### src/rtl/mesh_output_interface.sv
// Mesh result collector: gathers south/east edge results into a FIFO
// and streams them to the host, tracking job progress and lost results.
module mesh_output_interface #(
  parameter int DEPTH = 8
) (
  input  logic        clk,
  input  logic        reset_n,
  input  logic        start,
  input  logic [7:0]  result_count,
  input  logic        south_valid,
  input  logic [31:0] south_data,
  input  logic        east_valid,
  input  logic [31:0] east_data,
  output logic        stall_mesh,
  output logic        out_valid,
  output logic [31:0] out_data,
  input  logic        out_ready,
  output logic        busy,
  output logic        done,
  output logic        overflow
);

  localparam int AW = $clog2(DEPTH);
  localparam int CW = AW + 1;
  localparam logic [CW-1:0] DEPTH_C = CW'(DEPTH);

  localparam logic [1:0] IDLE    = 2'd0;
  localparam logic [1:0] COLLECT = 2'd1;
  localparam logic [1:0] DRAIN   = 2'd2;
  localparam logic [1:0] DONE    = 2'd3;

  logic [1:0]    state;
  logic [7:0]    remaining;
  logic [7:0]    rem_next;
  logic          ovf_q;
  logic          stall_q;
  logic [31:0]   mem [DEPTH];
  logic [AW-1:0] wptr;
  logic [AW-1:0] rptr;
  logic [CW-1:0] count;
  logic [CW-1:0] count_next;
  logic [CW-1:0] free_slots;
  logic          collect;
  logic          s_wr;
  logic          e_wr;
  logic          pop;
  logic          lost;

  assign out_valid  = (count != '0);
  assign out_data   = out_valid ? mem[rptr] : '0;
  assign busy       = (state == COLLECT) || (state == DRAIN);
  assign done       = (state == DONE);
  assign overflow   = ovf_q;
  assign stall_mesh = stall_q;

  // Lane acceptance: south claims a slot first, east needs a second one.
  always_comb begin
    collect    = (state == COLLECT);
    free_slots = DEPTH_C - count;
    s_wr       = 1'b0;
    e_wr       = 1'b0;
    lost       = 1'b0;
    pop        = out_valid && out_ready;
    s_wr = collect && south_valid &&
           (free_slots != '0) && (remaining != 8'd0);
    if (s_wr) begin
      e_wr = collect && east_valid &&
             (free_slots >= CW'(2)) && (remaining >= 8'd2);
    end else begin
      e_wr = collect && east_valid &&
             (free_slots != '0) && (remaining != 8'd0);
    end
    if (collect) begin
      lost = (south_valid && !s_wr) || (east_valid && !e_wr);
    end else if (state == DRAIN) begin
      lost = south_valid || east_valid;
    end
    count_next = count + CW'(s_wr) + CW'(e_wr) - CW'(pop);
    rem_next   = remaining - 8'(s_wr) - 8'(e_wr);
  end

  // Job sequencing, remaining-result counter and sticky overflow.
  always_ff @(posedge clk) begin
    if (!reset_n) begin
      state     <= IDLE;
      remaining <= 8'd0;
      ovf_q     <= 1'b0;
    end else begin
      case (state)
        IDLE: begin
          if (start) begin
            remaining <= result_count;
            ovf_q     <= 1'b0;
            state     <= (result_count == 8'd0) ? DONE : COLLECT;
          end
        end
        COLLECT: begin
          remaining <= rem_next;
          if (lost) ovf_q <= 1'b1;
          if (rem_next == 8'd0) state <= DRAIN;
        end
        DRAIN: begin
          if (lost) ovf_q <= 1'b1;
          if (count_next == '0) state <= DONE;
        end
        default: state <= IDLE;
      endcase
    end
  end

  // FIFO pointers, occupancy and registered backpressure.
  always_ff @(posedge clk) begin
    if (!reset_n) begin
      wptr    <= '0;
      rptr    <= '0;
      count   <= '0;
      stall_q <= 1'b0;
    end else begin
      wptr    <= wptr + AW'(s_wr) + AW'(e_wr);
      rptr    <= rptr + AW'(pop);
      count   <= count_next;
      stall_q <= (DEPTH_C - count_next) < CW'(2);
    end
  end

  // Storage: south lands first so it is the older entry.
  always_ff @(posedge clk) begin
    if (s_wr) mem[wptr] <= south_data;
    if (e_wr) mem[s_wr ? wptr + AW'(1) : wptr] <= east_data;
  end

endmodule

### config.mk
export PLATFORM = sky130hd
export DESIGN_NAME = mesh_output_interface
export DESIGN_NICKNAME = d
export VERILOG_FILES = /design/src/rtl/mesh_output_interface.sv
export SDC_FILE = /design/constraint.sdc
export NUM_CORES = 1
export LEC_CHECK = 0
export ABC_AREA = 1
export CAP_MARGIN = 20
export CORE_MARGIN = 2
export CORE_UTILIZATION = 50
export DETAILED_ROUTE_END_ITERATION = 6
export GPL_TIMING_DRIVEN = 0
export PLACE_DENSITY_LB_ADDON = 0.2
export SETUP_SLACK_MARGIN = 0.4
export SLEW_MARGIN = 10
export SYNTH_ARGS = -nofsm -noshare
export SYNTH_HDL_FRONTEND = slang
export SYNTH_SLANG_ARGS = --single-unit
### constraint.sdc
create_clock -name clk -period 4.7 [get_ports clk]
set_input_delay 0.705 -clock clk [delete_from_list [all_inputs] [get_ports clk]]
set_output_delay 0.705 -clock clk [all_outputs]
set_load 0.01 [all_outputs]
# Word level (Yosys, flattened, before mapping)
# Memory sizes are Yosys's and may differ from the RTL's. A register that Yosys moved wholly into a read port is not among the register bits.
# Cells that the tools add are included.
[totals]
reg_bits = 22
mem_bits_rw = 256
in_bits = 78
output_inout_bits = 37
elab_cells = 78
n_memories = 1
[memory_table]
columns = ["name", "depth", "word_bits", "read_ports", "rd_ports_with_merged_regs", "write_ports", "line_no", "source"]
rows = [
  ["mem", 8, 32, 1, 1, 2, "37", "logic [31:0] mem [DEPTH];"],
]
[op_classes]
addsub = 11
order_cmp = 3
eq_ne = 7
muxes = 20
reduce_logical = 29
[op_table]
columns = ["cell", "n"]
rows = [
  ["$mux 32", 1],
  ["$logic_not 8->1", 2],
  ["$pmux 8 s2", 1],
  ["$sub 8x1->8", 2],
  ["$logic_and 1x1->1", 11],
  ["$add 3x1->3", 3],
  ["$mux 1", 9],
  ["$add 4x1->4", 2],
  ["$ge 8x2->1 const B", 1],
  ["$mux 2", 4],
  ["$mux 8", 1],
  ["$reduce_bool 4->1", 2],
  ["$reduce_bool 8->1", 1],
  ["$sub 4x4->4 const A", 2],
  ["$mux 3", 2],
  ["$ne 2x1->1 const B", 3],
  ["$pmux 2 s3", 1],
  ["$reduce_and 3->1", 2],
  ["$eq 2x2->1 const B", 2],
  ["$ge 4x2->1 const B", 1],
  ["$logic_not 4->1", 1],
  ["$lt 4x2->1 const B", 1],
  ["$reduce_bool 2->1", 2],
  ["$sub 4x1->4", 1],
  ["other kinds (9)", 12],
]

# Logic depth before layout (Yosys ltp)
[depth]
depth_word = 11
ltp_mapped = 26
ltp_nobuf = 26

# Least setup slack after synthesis
# Ideal clock, no wire load.
[synth_path]
path_type = "register -> register"
start = "register count[1]"
end = "memory mem[0][0] (enable)"
setup_time_ps = 472
t_arrival_ps = 3614
required_time_ps = 4228
path_slack_ps = 614
path_stages_with_launch = 8
n_path_buf = 0
period_less_slack_ps = 4086
path_cell_list = "dfxtp_1 > inv_1 > ha_1 > nand2_1 > nand2_1 > nand3_1 > nand3_4 > o32ai_1"
[synth_rtl]
columns = ["item", "line_no", "source"]
rows = [
  ["from (decl)", "40", "logic [CW-1:0] count;"],
  ["from (signal assigned)", "121", "count <= count_next;"],
  ["to (decl)", "37", ""],
]

==> run_results.csv <==
group,metric,value,unit
power,p_leak,6.83,nW
timing,maxSlewViolCount,0,
power,share_comb_of_total_power,38.3,%
worst_setup_path,crit_type,"reg -> out",
final_layout,layout-drive-gt1-share,9.31,%
power,p_switching,3.12,mW
global_route,grt_pass1_wl,69.8,mm
worst_setup_path,critical-path-slowest-cell,"clkdlybuf4s50_1",
timing,rsz0062_at_grt,"no",
worst_setup_path,cp_top_family,"buffers and inverters",
run,cap_violations,0,
cts,cts_setup_buffers,0,
yosys,yosys_warnings,0,
cts,cts_tree,"yes",
yosys,synth_flop_cell,"edfxtp_1",
drt,firstDrtPassIters,6,
min_path,hp-class,"reg -> reg",
yosys,synth.distinct_cells,44,
timing,worstMarginPinSlew,0.847,ns
worst_setup_path,worstPathMaxFanout,10,
cts,cts_inserted_buffers,30,
placed_design,dp_slack,0.567,ns
drt,postRouteAntennaNets,0,
worst_setup_path,required,3.99,ns
min_path,worstHoldStart,"overflow",
worst_setup_path,critPathMaxStageDelay,0.59,ns
timing,final.min_clock_period,4.11,ns
global_route,grt-ovfl-total,0,
cts,ctsLongestPathBuffers,3,
power,clkPwrFrac,26.7,%
yosys,synth_edf_count,256,
power,power_frac_seq,35.0,%
final_layout,final_cell_area,17700,sq um
yosys,syn_area,14800,sq um
die,coreArea,29400,sq um
die,start_util,50.4,%
die,rows,63,
placed_design,postPlaceCellArea,16800,sq um
drt,drt_wl_total,45.9,mm
global_route,grt_max_degree,22,
worst_setup_path,cp_cell_sequence,"clkbuf_2 > clkbuf_1 > clkbuf_2 > nor2_1 > nor2_1 > o21ai_0 > a31oi_1 > clkdlybuf4s50_1",
timing,final_hold_viol_count,0,
power,switching_share,36.8,%
die,io_pins,115,
yosys,async_flop_share,0,%
final_layout,n_antenna_cell,0,
placed_design,place.gp.congestion,0.864,
global_route,first_global_vias,12700,
power,power.density,478,nW/um^2
worst_setup_path,cp-end-kind,"primary output",
final_layout,fin_nets,1894,
final_layout,utilization,60.3,%
drt,drcViolationCount,0,
drt,vias,12900,
yosys,syn_nets,1735,
power,p_total,8.47,mW
status,outcome,"finished, final reports clean",
power,peakVddDrop,295,uV
yosys,yosysSeqAreaShare,54.9,%
cts,h-tree-depth,1,
worst_setup_path,critPathBufInv,4,
drt,avgViaCountPerCell,5.83,
timing,setup_ws,0.589,ns
timing,finClkSkew,0.0136,ns
worst_setup_path,start_kind,"flip-flop",
cts,path_clk_slew,0.06,ns
die,die-area,31000,sq um
yosys,syn_inst,1635,
cts,cts_sinks,278,
drt,wl_per_cell,20.8,microns
die,die_y,176,microns
global_route,antenna_found_initial,0,
yosys,synth-seq-cells,278,
timing,slew_headroom,43.3,%
worst_setup_path,startpoint,"rptr[0]",
worst_setup_path,arrival,3.41,ns
cts,root_buffer,"clkbuf_16",
drt,drtIter0Drc,1465,
timing,fmax,243,MHz
global_route,grtUsageTotal,29.4,%
yosys,synth_area_per_cell,9.06,sq um
timing,setup_viol,0,
placed_design,dp_hpwl,31.1,mm
power,p_int,5.35,mW
final_layout,syn_to_final_growth,19.8,%
timing,fin_crit_sh,87.5,%
placed_design,port_buffers,114,
die,die_x,176,microns
worst_setup_path,r2r-start,"count[1]",
cts,clkLatencyLatePin,0.57,ns
[cell usage in the layout, fill, tap and decap left out, types with 3 or more instances in the layout]
cell             Yosys  layout
dfxtp_1             22      22
nand3_1             16      16
nor2_1             228     228
clkbuf_16            0      30
clkbuf_2             0       7
o22ai_1             32      32
clkdlybuf4s50_1      0     114
nand2_1            318     318
clkbuf_1            52      50
buf_1                5       5
a21oi_1             14      14
clkbuf_8             0       4
nand2_2              4       4
o211ai_1             6       6
ha_1                19      19
buf_8                0       6
o21ai_4              1       5
inv_1              103     103
a31oi_1             32      32
fa_1                 3       3
buf_4                8       8
nand2_4              3       3
clkinv_2             0       6
inv_2                8       8
o21ai_2             21      21
buf_16               0       5
clkinv_1             2       8
o21ai_0            269     265
edfxtp_1           256     256
o21ai_1            136     136
buf_2                9       9
buf_6               34      35
xnor2_1              4       4
nand4_1              4       4
[worst register-to-register path: stages, from the launching register on]
cell	delay, ns
dfxtp_1	0.36
inv_1	0.11
ha_1	0.22
nand2_1	0.30
clkbuf_1	0.54
and2_1	0.27
ha_1	0.25
fa_1	0.36
inv_1	0.10
fa_1	0.43
inv_1	0.10
ha_1	0.19
nand3_1	0.10
a21oi_1	0.13
nand2_1	0.11
nor2_1	0.11
nor2_1	0.05
[registers in the layout, summed over array words and instances (netlist names)]
| signal | count |
|---|---|
| remaining | 8 |
| state | 2 |
| overflow | 1 |
| mem | 256 |
| count | 4 |
| wptr | 3 |
| stall_mesh | 1 |
| rptr | 3 |
[cells by family (layout without fill, tap and decap cells)]
logic type	Yosys count	after routing	synth area share (%)
AO/OA/AOI/OAI	520	520	19.0
XOR/XNOR	7	7	0.541
adder cells (fa/ha/maj)	22	22	2.01
buffers and inverters	222	402	7.65
flip-flops	278	278	54.9
AND/OR/NAND/NOR	586	586	15.9
[worst paths after layout]
kind | end | slack, ns | cells past startpoint
setup reg to reg | state[1] | 0.87 | 16
hold reg to reg | overflow | 0.47 | 2
hold / removal | overflow | 0.47 | 2
setup / recovery | out_data[17] | 0.59 | 8
[per-layer routing]
layer  track usage (%)  part of all wire, %
met1              39.6                   40
met5                 0                    0
met4              9.95                  2.7
met3              4.76                   10
met2              48.7                   47
[power by group through the flow]
stage | combinational [mW] | sequential, mW | clock (mW)
5_1_grt | 3.56 | 2.98 | 2.35
2_1_floorplan | 1.88 | 3.00 | 0
3_5_place_dp | 3.20 | 3.02 | 0
4_1_cts | 3.22 | 2.97 | 2.26
6_report | 3.24 | 2.97 | 2.26
3_3_place_gp | 3.09 | 3.02 | 0
[timing repair]
item,4_1_cts,5_1_grt
resized for setup,3,8
hold buffers,0,0
setup endpoints to repair,16,20
[cell type report]
cell class                      instances  area (sq um)
Inverter                              114           430
Timing Repair Buffer                  127          1400
Sequential cell                       278          8130
Clock inverter                         14          98.8
Tap cell                              390           488
Multi-Input combinational cell       1135          5660
Buffer                                108           711
Clock buffer                           39           825
Fill cell                            2523         11700
[Yosys cell counts (2+ instances only)]
master	number	share of area, %
buf_2	9	0.30
clkbuf_1	52	1.3
ha_1	19	1.6
nor4_1	2	0.084
dfxtp_1	22	3.0
clkinv_1	2	0.051
buf_4	8	0.41
nor2_2	2	0.084
o2111ai_1	2	0.12
o21ai_0	269	9.1
a21oi_1	14	0.47
nand2_4	3	0.23
fa_1	3	0.41
o21ai_2	21	1.2
nor2_4	2	0.15
xor2_1	2	0.12
o22ai_1	32	1.4
nand3_2	2	0.14
xnor2_1	4	0.24
buf_1	5	0.13
nand2_2	4	0.17
o211ai_1	6	0.30
nand2_1	318	8.1
o21ai_1	136	4.6
nand4_1	4	0.17
buf_6	34	2.6
edfxtp_1	256	52
o31ai_1	2	0.10
nand3_1	16	0.54
a31oi_1	32	1.4
inv_2	8	0.20
o32ai_1	2	0.12
inv_1	103	2.6
o21bai_1	2	0.10
nor2_1	228	5.8
[stage by stage]
step	instances	hold WS (ns)	TNS (ns)
after detailed placement	2152	0.466	0
after floorplan	1635	0.445	0
after CTS	2205	0.475	0
after global placement	2139	0.456	-523.76
final	2205	0.472	0
after global routing	2205	0.503	0
Note: power is estimated with default switching activity, not from simulation.
